File: src/rtl/flags_reporter.sv
// Reader for the matmul over/underflow flags register: snapshots the flag
// vector once per pass and streams each set flag out as a (row, col, index) event.
module flags_reporter #(
  parameter int DATA_WIDTH = 32,
  parameter int BUS_WIDTH  = 64,
  parameter int MAX_DIM    = BUS_WIDTH / DATA_WIDTH,
  parameter int IDX_WIDTH  = 4,
  parameter int CNT_WIDTH  = 8
) (
  input  logic                         clk_i,
  input  logic                         rst_ni,
  input  logic                         start_i,
  input  logic                         clr_req_i,
  input  logic                         flags_we_i,
  input  logic [MAX_DIM*MAX_DIM-1:0]   flags_i,
  output logic                         evt_valid_o,
  input  logic                         evt_ready_i,
  output logic [IDX_WIDTH-1:0]         evt_row_o,
  output logic [IDX_WIDTH-1:0]         evt_col_o,
  output logic [CNT_WIDTH-1:0]         evt_index_o,
  output logic [CNT_WIDTH-1:0]         count_o,
  output logic                         busy_o,
  output logic                         done_o,
  output logic                         clear_o
);
  localparam int F = MAX_DIM * MAX_DIM;

  typedef enum logic [2:0] {S_IDLE, S_WAIT, S_SCAN, S_OUT, S_DONE} state_t;

  state_t               state, state_d;
  logic [F-1:0]         snap;
  logic [F-1:0]         snap_sh;
  logic [CNT_WIDTH-1:0] k;
  logic                 clr_lat;
  logic                 cur_bit;
  logic                 last;

  // Shift rather than index so k may be wider than log2(F).
  assign snap_sh = snap >> k;
  assign cur_bit = snap_sh[0];
  assign last    = (k == CNT_WIDTH'(F - 1));

  assign evt_valid_o = (state == S_OUT);
  assign busy_o      = (state != S_IDLE);
  assign done_o      = (state == S_DONE);
  assign clear_o     = (state == S_DONE) && clr_lat;

  always_ff @(posedge clk_i) begin
    if (!rst_ni) state <= S_IDLE;
    else         state <= state_d;
  end

  always_comb begin
    state_d = state;
    case (state)
      S_IDLE: if (start_i) state_d = flags_we_i ? S_WAIT : S_SCAN;
      S_WAIT: if (!flags_we_i) state_d = S_SCAN;
      S_SCAN: begin
        if (cur_bit)   state_d = S_OUT;
        else if (last) state_d = S_DONE;
      end
      S_OUT:  if (evt_ready_i) state_d = last ? S_DONE : S_SCAN;
      S_DONE: state_d = S_IDLE;
      default: state_d = S_IDLE;
    endcase
  end

  always_ff @(posedge clk_i) begin
    if (!rst_ni) begin
      snap        <= '0;
      k           <= '0;
      clr_lat     <= 1'b0;
      count_o     <= '0;
      evt_row_o   <= '0;
      evt_col_o   <= '0;
      evt_index_o <= '0;
    end else begin
      case (state)
        S_IDLE: if (start_i) begin
          clr_lat <= clr_req_i;
          count_o <= '0;
          k       <= '0;
          if (!flags_we_i) snap <= flags_i;
        end
        // The flags register floats while being written, so wait it out.
        S_WAIT: if (!flags_we_i) begin
          snap <= flags_i;
          k    <= '0;
        end
        S_SCAN: begin
          if (cur_bit) begin
            evt_row_o   <= IDX_WIDTH'(k / CNT_WIDTH'(MAX_DIM));
            evt_col_o   <= IDX_WIDTH'(k % CNT_WIDTH'(MAX_DIM));
            evt_index_o <= k;
          end else if (!last) begin
            k <= k + 1'b1;
          end
        end
        S_OUT: if (evt_ready_i) begin
          count_o     <= count_o + 1'b1;
          evt_row_o   <= '0;
          evt_col_o   <= '0;
          evt_index_o <= '0;
          if (!last) k <= k + 1'b1;
        end
        default: ;
      endcase
    end
  end
endmodule

File: config.mk
export PLATFORM = sky130hd
export DESIGN_NAME = flags_reporter
export DESIGN_NICKNAME = d
export VERILOG_FILES = /design/src/rtl/flags_reporter.sv
export SDC_FILE = /design/constraint.sdc
export NUM_CORES = 1
export LEC_CHECK = 0
export ABC_AREA = 1
export BUFFER_PORTS_ARGS = -buffer_cell sky130_fd_sc_hd__buf_2
export CAP_MARGIN = 20
export CORE_UTILIZATION = 45
export CTS_BUF_LIST = sky130_fd_sc_hd__clkbuf_4
export DETAILED_ROUTE_END_ITERATION = 7
export HOLD_SLACK_MARGIN = 0.03
export PLACE_DENSITY = 0.68
export SETUP_SLACK_MARGIN = 0.4
export SLEW_MARGIN = 20
export SYNTH_ARGS = -nofsm -noshare
export SYNTH_HDL_FRONTEND = slang
export SYNTH_SLANG_ARGS = --single-unit
File: constraint.sdc
create_clock -name clk_i -period 3.6 [get_ports clk_i]
set_input_delay 0.72 -clock clk_i [delete_from_list [all_inputs] [get_ports clk_i]]
set_output_delay 0.72 -clock clk_i [all_outputs]
set_load 0.01 [all_outputs]
Word level (Yosys, flattened, before mapping)
Cells that the tools add are included.
{"block": "op_classes", "n_addsub": 2, "n_eq_ne": 11, "shift": 1, "mux": 27, "reduce_logical": 13}
{"op": "8-bit 2-to-1 mux", "count": 8}
{"op": "8-bit case mux with 2 select lines", "count": 2}
{"op": "8-bit case mux with 4 select lines", "count": 1}
{"op": "4-bit case mux with 2 select lines", "count": 3}
{"op": "4-bit 2-to-1 mux", "count": 5}
{"op": "3-bit 2-to-1 mux", "count": 6}
{"op": "8-bit by 1-bit adder with 8-bit output, second input constant", "count": 2}
{"op": "3-bit case mux with 4 select lines", "count": 1}
{"op": "8-bit by 2-bit == test with 1-bit output, second input constant", "count": 1}
{"op": "2-bit inequality test, second input constant", "count": 4}
{"op": "4-bit by 8-bit >> shifter with 1-bit output", "count": 1}
{"op": "3-bit by 2-bit == test with 1-bit output, second input constant", "count": 2}
{"op": "3-bit AND reduction", "count": 2}
{"op": "2-bit nonzero test", "count": 3}
{"op": "5-bit AND reduction", "count": 1}
{"op": "2-bit AND reduction", "count": 2}
{"op": "4-bit AND reduction", "count": 1}
{"op": "4-bit nonzero test", "count": 1}
{"op": "3-bit by 1-bit == test with 1-bit output, second input constant", "count": 1}
{"op": "3-bit == test, second input constant", "count": 1}
{"op": "3-bit logical NOT", "count": 1}
{"op": "3-bit inequality test, second input constant", "count": 1}
{"op": "3-bit nonzero test", "count": 1}
{"op": "2-bit 2-to-1 mux", "count": 1}
{"op": "other kinds (2)", "count": 2}
{"block": "word_totals", "regBits": 40, "inputBits": 10, "output_inout_bits": 28, "word_cells": 62}

Logic depth before layout (Yosys ltp)
Gate-level depths: netlist of the first run.
{"block": "logic_depth", "depth_word": 4, "ltp_mapped": 10, "ltp_nobuf": 10}

Worst setup path before layout of the first run
Ideal clock, no wire load.
{"block": "synth_timing", "kind": "input port to flip-flop", "from": "input port flags_we_i", "to": "register k[1]", "setup_ps": 113, "t_arrival_ps": 1435, "t_required_ps": 3487, "path_slack_ps": 2052, "path_stages": 8, "path_buffers": 0, "path_cell_list": "nand3_1 > nand2_1 > nor2_4 > nand2_1 > nor2_1 > nand2_1 > nand2_1 > nor2_1"}
{"block": "synth_via", "elab_chain_cells": 2}
{"element": "start, declared", "line_no": "14", "text": "input logic flags_we_i,"}
{"element": "2-bit inequality test (no line)"}
{"element": "5-bit AND reduction (no line)"}
{"element": "end signal, assigned", "line_no": "96", "text": "k <= k + 1'b1;"}
{"element": "end signal, assigned", "line_no": "104", "text": "if (!last) k <= k + 1'b1;"}
{"element": "end, declared", "line_no": "33", "text": "logic [CNT_WIDTH-1:0] k;"}
No other way between the ends.
A chain may end at the register's enable or synchronous reset.

Worst setup path after layout of the first run
{"block": "layout_timing", "from": "register state[2]", "to": "output port busy_o"}
{"block": "layout_via", "elab_chain_cells": 1}
{"element": "start, declared", "line_no": "30", "text": "state_t state, state_d;"}
{"element": "start signal, assigned", "line_no": "50", "text": "else state <= state_d;"}
{"element": "3-bit nonzero test", "line_no": "44", "text": "assign busy_o = (state != S_IDLE);"}
{"element": "end, declared", "line_no": "22", "text": "output logic busy_o,"}
No other way between the ends.

==> results of run 1 <==
-- metal layers --
metal  vias to the layer above  global-route usage (%)  part of all wire, %
met2                        37                    31.5                   45
met4                         0                    9.94                  2.5
met5                         -                       0                    0
met1                       713                    26.6                   49
li1                        874                       -                    -
met3                         7                    4.29                  3.4
-- through the flow --
step	power (W)	instance area (um^2)	util [%]	hold WS, ps
after detailed placement	0.000915	1880	51.4	427
after CTS	0.00113	1940	53.1	447
after global routing	0.00122	1940	53.1	468
after floorplan	0.000817	1740	-	429
final	0.00112	1940	53.1	448
after global placement	0.000910	1880	51.4	425
-- logic make-up (layout without fill, tap and decap cells) --
family	after synthesis	after routing	synth area share, %
AO/OA/AOI/OAI	35	35	10.4
XOR/XNOR	2	2	1.01
adder cells (fa/ha/maj)	2	2	1.45
buffers and inverters	45	75	12.0
flip-flops	32	32	37.0
other	1	3	0.217
AND/OR/NAND/NOR	142	142	37.8
-- power by group --
| group | leakage (nW) | internal [W] | switching, W |
|---|---|---|---|
| Clock | 0.0274 | 0.0000767 | 0.000137 |
| Combinational | 0.624 | 0.000146 | 0.000321 |
| Sequential | 0.260 | 0.000394 | 0.0000453 |
-- state kept, by name (all words and copies together), names as in the netlist --
register     cells
evt_row_o        3
snap             4
count_o          8
clr_lat          1
k                8
state            3
evt_index_o      5
-- cell usage in the layout (no fill, tap or decap), types with 5 or more instances in the layout --
cell / instances
a21oi_1: 21
buf_2: 34
clkbuf_4: 5
dfxtp_1: 32
inv_1: 29
nand2_1: 63
nand3_1: 21
nor2_1: 33
nor2_2: 6
o21ai_0: 12
-- worst min-delay path, delay by kind of cell, from the launching register on --
family | cells | cell delay [ps]
AND/OR/NAND/NOR | 2 | 90
flip-flops | 1 | 330
-- final timing paths --
| path | startpoint | end | slack (ps) | cells past startpoint |
|---|---|---|---|---|
| hold reg to reg | evt_index_o[5] | evt_index_o[5] | 450 | 2 |
| setup reg to reg | state[1] | k[1] | 1900 | 10 |
| hold / removal | evt_index_o[5] | evt_index_o[5] | 450 | 2 |
| setup / recovery | state[2] | busy_o | 1550 | 3 |
-- layout make-up --
| type | count | share of cell area [%] |
|---|---|---|
| Timing Repair Buffer | 34 | 8.75 |
| Inverter | 33 | 6.37 |
| Tap cell | 48 | 3.09 |
| Multi-Input combinational cell | 184 | 45.7 |
| Clock inverter | 3 | 1.22 |
| Clock buffer | 5 | 1.93 |
| Sequential cell | 32 | 32.9 |
==> flow_summary.json, run 1 <==
{
  "cp.arrival_ps": 1330,
  "route.vias.total": 1631,
  "drtIter0Drc": 73,
  "ir_drop_mv": 0.264,
  "p_leak_nw": 0.911,
  "cts_root_buf": "clkbuf_4",
  "worst_slack_ps": 1550,
  "cp_slowest_cell": "dfxtp_1",
  "initial_core_util_pct": 47.2,
  "synth_commonest_cells": "nand2_1 (63), nor2_1 (33), dfxtp_1 (32)",
  "async_flop_share_pct": 0,
  "row_count": 22,
  "synth_top_area_share_pct": 37.0,
  "yosys_warnings": 0,
  "ys_top_cells_by_area": "dfxtp_1 (37%), nand2_1 (14%), nor2_1 (7.2%)",
  "cts_hold_buf": 0,
  "die_x_um": 64.0,
  "grt_antenna_before_repair": 0,
  "drt_wl_total_mm": 3.68,
  "core-area_um2": 3660,
  "grt_pass1_wl_mm": 6.40,
  "syn_area_per_cell_um2": 6.68,
  "dr.pass1.iters": 4,
  "die_h_um": 64.0,
  "cap_violations": 0,
  "cts.sinks": 32,
  "drc": 0,
  "netlist_instances": 259,
  "grt-ovfl-total": 0,
  "yosys.cell_count.top_type": "nand2_1",
  "path_delay_family": "simple AND/OR/NAND/NOR gates",
  "tns_ps": 0,
  "io_pins": 38,
  "setup_viol": 0,
  "grt_pass1_vias": 1454,
  "path_clk_slew_ps": 110,
  "critical_path.max_fanout": 7,
  "drt-wirelength-per-cell_um": 10.9,
  "max_freq_mhz": 489,
  "ys_seq_elements": 32,
  "grt_use_total_pct": 20.3,
  "io_buffer_count": 34,
  "cts_buffers": 5,
  "cts_buffer_depth": 2,
  "netlist_area_um2": 1730,
  "status": "completed",
  "n_fill_cell": 384,
  "worstPathRequired_ps": 2880,
  "post-place-ws_ps": 1790,
  "seq_area_frac_synth_pct": 37.0,
  "start_kind": "register",
  "layout_min_cycle_time_ps": 2050,
  "ys_types": 30,
  "antenna_left": 0,
  "worst_setup_path_end_kind": "primary output",
  "clk_latency_ps": 340,
  "finalCritPeriodShare_pct": 56.8,
  "nNetsFinal": 302,
  "post_cts_buffers": 0,
  "criticalPathCategory": "reg -> out",
  "die-area_um2": 4090,
  "cts_tree": "yes",
  "multiInputGateArea_um2": 888,
  "final_layout_size_suffix_gt1_share_pct": 20.3,
  "synth_edf_count": 0,
  "hpwl_mm": 2.86,
  "finalHoldViolations": 0,
  "slew_viol_final": 0,
  "htreeDepth": 2,
  "routabilityCongestion": 0.847,
  "viasPerCell": 4.81,
  "powerDensity_nw_per_um2": 577,
  "synth-main-ff-cell": "dfxtp_1",
  "synth_top_area_cell": "dfxtp_1",
  "seqCellArea_um2": 641,
  "cts-resized-gates": 0,
  "area_growth_pct": 12.4,
  "grt_max_degree": 18,
  "holdCritPathClass": "reg -> reg",
  "final_cells": 339,
  "rsz0062_at_grt": "false",
  "skew_ps": 14.5,
  "crit_path_cell_trace": "nor2_2 > nand2_1 > buf_2",
  "dp.cells": 331,
  "max_stage_delay_ps": 370,
  "critPathBufInv": 1,
  "antennaDiodeCount": 0
}
No activity file was read; power rests on OpenSTA's default activity.
==> run 2, diff against run 1 <==
- ABC_AREA: 1 -> 0
- PLACE_DENSITY: 0.68 -> 0.69
- clock period: 3.6 -> 2.1 ns (I/O delays scaled with it)
==> run 2 against run 1 <==
Effect of this change: area after synthesis shrank 6.4%; combinational power fell by 8.6%; sequential share of layout area decreased by 2.4 points; count of clock-buffer cells in the layout increased by 2; sequential cell count unchanged; critical path depth is 2 higher; non-clock buffer count increased by 23; die area decreased by 6.2%; largest cell class unchanged; highest routed layer unchanged.
==> flow_summary.json, run 2 <==
{
  "status": "completed",
  "hold_slack_ps": 348,
  "finalHoldViolations": 0,
  "grt_pass1_vias": 1350,
  "pwr-share-clk_pct": 24.7,
  "finalCritPeriodShare_pct": 87.1,
  "seq_power_share_pct": 45.7,
  "cts_buffers": 5,
  "reg.largest.list": "count_o: 8 flops, k: 8 flops, evt_index_o: 5 flops",
  "die_h_um": 62.0,
  "tns_ps": 0,
  "drt-wirelength-per-cell_um": 15.0,
  "criticalPathCategory": "reg -> reg",
  "viasPerCell": 5.58,
  "drt_wl_total_mm": 4.21,
  "path_clk_slew_ps": 100,
  "cts_buffer_depth": 2,
  "area_growth_pct": 32.6,
  "ys_top_cells_by_area": "dfxtp_1 (40%), xor2_1 (4.9%), nand2_1 (3.9%)",
  "final_common_cell": "buf_2",
  "nNetsFinal": 245,
  "grt-ovfl-total": 0,
  "switching_share_pct": 31.7,
  "p_switching_w": 0.000457,
  "drc": 0,
  "cts_root_buf": "clkbuf_4",
  "syn_area_per_cell_um2": 8.99,
  "grt_pass1_wl_mm": 6.16,
  "synth_top_area_cell": "dfxtp_1",
  "power_w": 0.00144,
  "layout_min_cycle_time_ps": 1830,
  "htreeDepth": 2,
  "die-area_um2": 3840,
  "cts.sinks": 32,
  "netlist_area_um2": 1620,
  "route.vias.total": 1562,
  "drtIter0Drc": 45,
  "cap_violations": 0,
  "antenna_left": 0,
  "rsz0062_at_grt": "true",
  "ys_seq_elements": 32,
  "start_kind": "register",
  "cts_hold_buf": 0,
  "grt_antenna_before_repair": 0,
  "max_freq_mhz": 546,
  "clk_latency_ps": 340,
  "synth-main-ff-cell": "dfxtp_1",
  "cts_tree": "yes",
  "ir_drop_mv": 0.302,
  "postLayoutCellArea_um2": 2150,
  "cp.arrival_ps": 2100,
  "worstPathRequired_ps": 2370,
  "p_leak_nw": 0.927,
  "yosys_warnings": 0,
  "pwr-share-comb_pct": 29.6,
  "core-area_um2": 3390,
  "holdCritPathClass": "in -> reg",
  "routabilityCongestion": 0.812,
  "die_x_um": 62.0,
  "setup_viol": 0,
  "synth_edf_count": 0,
  "grt_use_total_pct": 22.5,
  "placed_cell_area_um2": 1850,
  "row_count": 21,
  "dr.pass1.iters": 4,
  "slew_viol_final": 0,
  "powerDensity_nw_per_um2": 672,
  "antennaDiodeCount": 0,
  "final_cell_mix": "buf_2 (34), dfxtp_1 (28), buf_4 (21), nand2_1 (17), nor2_1 (14)",
  "seq_area_frac_synth_pct": 39.6,
  "yosys.cell_count.top_type": "dfxtp_1",
  "utilization_pct": 63.3,
  "intPower_w": 0.000985,
  "initial_core_util_pct": 47.8,
  "io_buffer_count": 34,
  "ys_types": 45,
  "final_layout_size_suffix_gt1_share_pct": 40.2,
  "io_pins": 38,
  "netlist_instances": 180,
  "async_flop_share_pct": 0,
  "grt_max_degree": 17,
  "worst_setup_path_end_kind": "register",
  "synth_commonest_cells": "dfxtp_1 (32), nand2_1 (17), nor2_1 (14)",
  "hpwl_mm": 2.74,
  "critical_path.max_fanout": 7,
  "skew_ps": 12.3,
  "synth_top_area_share_pct": 39.6
}
==> run 2: changes by cell type after synthesis, sizes merged, moves of 3 or more <==
cell,delta
and2,+10
mux2i,+5
a21boi,+6
xor2,+8
nor2b,+7
nor2,-27
inv,-30
mux2,+3
a21oi,-17
nand2,-48
nand3,-13
nor4,+3
o21ai,-10
==> run 2: kinds of logic (layout without fill, tap and decap cells) <==
family / count (synthesis) / count (layout) / synth area share (%)
flip-flops: 32 / 32 / 39.6
XOR/XNOR: 10 / 10 / 5.41
multiplexers: 8 / 8 / 5.18
AND/OR/NAND/NOR: 84 / 84 / 27.7
AO/OA/AOI/OAI: 28 / 28 / 14.5
buffers and inverters: 15 / 67 / 5.80
other: 1 / 3 / 0.232
adder cells (fa/ha/maj): 2 / 2 / 1.55
==> run 2: layout make-up <==
class	count	area (um^2)
inverters	2	7.51
flip-flops and latches	32	656
clock buffers	7	52.6
fillers	275	1240
repair buffers	57	350
multi-input cells	135	1020
clock inverters	1	3.75
well taps	46	57.6
==> run 2: final timing paths <==
check | slack [ps] | start | cells after the start | endpoint
worst max register to register | 270 | state[1] | 5 | k[7]
worst min-delay path | 350 | flags_i[2] | 3 | snap[2]
worst max-delay path | 270 | state[1] | 5 | k[7]
worst min register to register | 460 | evt_index_o[7] | 1 | evt_index_o[7]
==> run 2: power groups by stage <==
| stage | Sequential [W] | Clock [W] | Combinational, W |
|---|---|---|---|
| 6_report | 0.000659 | 0.000357 | 0.000427 |
| 5_1_grt | 0.000662 | 0.000384 | 0.000460 |
| 4_1_cts | 0.000660 | 0.000362 | 0.000346 |
| 3_5_place_dp | 0.000679 | 0 | 0.000288 |
| 3_3_place_gp | 0.000677 | 0 | 0.000279 |
| 2_1_floorplan | 0.000656 | 0 | 0.000221 |
==> run 2: per-stage QoR <==
| step | setup slack, ps | std cells |
|---|---|---|
| 2_1_floorplan | 352 | 182 |
| 3_3_place_gp | 143 | 259 |
| 3_5_place_dp | 64.3 | 259 |
| 4_1_cts | 294 | 275 |
| 5_1_grt | 234 | 280 |
| 6_report | 270 | 280 |
==> run 2: timing repair <==
action / CTS / global route
buffers inserted: 8 / 5
pin swaps: 9 / 9
gates resized for setup: 18 / 15
endpoints found under the setup margin: 22 / 20
==> run 2: layer usage <==
metal  vias to the layer above  routed length (um)  GRT usage (%)
met1                       750                1680           24.9
met5                         -                   0              0
li1                        736                   -              -
met4                         0                 138           9.84
met2                        57                2180           39.7
met3                        19                 211           6.63
==> run 2: worst max-delay path, stage by stage, from the launching register on <==
cell      delay (ps)
dfxtp_4          390
or2_4            260
a311oi_4         400
o21ai_4          150
or4_4            440
a21oi_2          130
==> run 3, diff against run 2 <==
- PLACE_DENSITY: 0.69 -> 0.76
==> run 3 against run 2 <==
Effect of this change: worst hold slack worse by 8.3 ps; register-to-register slack better by 50 ps; sequential cell count stayed put; via count is 8.0% lower; die area stayed put; maximum frequency is 2.9% higher; final area is 1.1% higher; highest routed layer unchanged.
==> flow_summary.json, run 3 (synthesis results as in run 2) <==
{
  "antenna_left": 0,
  "cts_root_buf": "clkbuf_4",
  "cts.sinks": 32,
  "p_leak_nw": 0.937,
  "status": "completed",
  "ir_drop_mv": 0.537,
  "core-area_um2": 3390,
  "hold_slack_ps": 340,
  "postLayoutCellArea_um2": 2170,
  "worst_setup_path_end_kind": "register",
  "die-area_um2": 3840,
  "nNetsFinal": 241,
  "cts_tree": "yes",
  "placed_cell_area_um2": 1820,
  "cts_buffers": 5,
  "grt_pass1_vias": 1203,
  "routabilityCongestion": 0.807,
  "cap_violations": 0,
  "final_layout_size_suffix_gt1_share_pct": 38.3,
  "area_growth_pct": 34.1,
  "reg2reg_depth": 6,
  "hpwl_mm": 2.28,
  "slew_viol_final": 0,
  "worstPathRequired_ps": 2370,
  "final_cells": 276,
  "finalCritPeriodShare_pct": 84.7,
  "grt-ovfl-total": 0,
  "max_freq_mhz": 562,
  "antennaDiodeCount": 0,
  "grt_max_degree": 18,
  "cp_slowest_cell": "dfxtp_4",
  "dp.cells": 254,
  "cts_hold_buf": 0,
  "critPathBufInv": 1,
  "drt_wl_total_mm": 3.40,
  "skew_ps": 16.8,
  "tns_ps": 0,
  "ff2ff_setup_slack_ps": 320,
  "criticalPathCategory": "reg -> reg",
  "htreeDepth": 2,
  "drc": 0,
  "worstHoldEndpoint": "snap[2]",
  "grt_antenna_before_repair": 0,
  "setup_viol": 0,
  "worst_slack_ps": 322,
  "path_delay_family": "compound AO/OA/AOI/OAI gates",
  "rsz0062_at_grt": "true",
  "grt_use_total_pct": 18.7,
  "drt-wirelength-per-cell_um": 12.3,
  "die_h_um": 62.0,
  "min-delay-start": "flags_i[2]",
  "drtIter0Drc": 46,
  "grt_pass1_wl_mm": 5.13,
  "dr.pass1.iters": 4,
  "final_cell_mix": "buf_2 (34), dfxtp_1 (28), nand2_1 (17), nor2_1 (14), buf_4 (14)",
  "finalHoldViolations": 0,
  "hold_depth": 3,
  "reg.largest.list": "count_o: 8 flops, k: 8 flops, evt_index_o: 5 flops",
  "reg2reg_to": "k[7]",
  "io_pins": 38,
  "max_stage_delay_ps": 430,
  "cts_buffer_depth": 2,
  "critical_path.max_fanout": 8,
  "holdCritPathClass": "in -> reg",
  "layout_min_cycle_time_ps": 1780,
  "crit_path_cell_trace": "buf_6 > nand2_2 > a311oi_4 > o21ai_4 > or4_1 > a21oi_1",
  "route.vias.total": 1437,
  "final_common_cell": "buf_2",
  "start_kind": "register",
  "row_count": 21,
  "initial_core_util_pct": 47.8,
  "viasPerCell": 5.21,
  "post-place-ws_ps": 103,
  "die_x_um": 62.0,
  "path_clk_slew_ps": 110,
  "reg2reg_from": "state[1]",
  "io_buffer_count": 34,
  "powerDensity_nw_per_um2": 706,
  "cp.arrival_ps": 2050,
  "clk_latency_ps": 350
}
## run 3: metal layers
| metal | track usage [%] | vias up | wire length [um] |
|---|---|---|---|
| met5 | 0 | - | 0 |
| met4 | 6.98 | 0 | 45 |
| met2 | 31.5 | 44 | 1640 |
| li1 | - | 729 | - |
| met1 | 21.3 | 659 | 1540 |
| met3 | 7.66 | 5 | 178 |
## run 3: cell type report
type                    count  area, um^2
repair buffers             53         365
clock buffers               6        45.0
flip-flops and latches     32         656
multi-input cells         135        1000
clock inverters             2        35.0
fillers                   275        1220
well taps                  46        57.6
inverters                   2        7.51
## run 3: how the worst max path moves through the flow
stage | from | depth (start not counted) | to | slack [ps]
global placement | flags_we_i | 6 | k[7] | 140
finish | state[1] | 6 | k[7] | 320
floorplan | flags_we_i | 5 | k[7] | 350
CTS | k[1] | 5 | k[7] | 360
global route | k[1] | 5 | k[7] | 290
detailed placement | flags_we_i | 6 | k[7] | 100
## run 3: through the flow
| step | power (W) | util (%) |
|---|---|---|
| after global placement | 0.000938 | 53.6 |
| after detailed placement | 0.000941 | 53.6 |
| after global routing | 0.00161 | 64.0 |
| after floorplan | 0.000877 | - |
| final | 0.00153 | 64.0 |
| after CTS | 0.00151 | 61.4 |
## run 3: what timing repair did
item | 4_1_cts | 5_1_grt
pin swaps | 6 | 7
gates resized for setup | 21 | 12
setup buffers | 8 | 5
cloned | 1 | 0
setup endpoints to repair | 25 | 23
## run 3: where the power goes
part | internal (W) | leakage (nW) | switching [W]
combinational | 0.000211 | 0.629 | 0.000194
clock | 0.000262 | 0.0456 | 0.000207
sequential | 0.000628 | 0.262 | 0.0000311
## run 3: worst register-to-register path: stages (launching register included)
cell,delay (ps)
dfxtp_4,430
buf_6,140
nand2_2,80
a311oi_4,370
o21ai_4,140
or4_1,420
a21oi_1,130
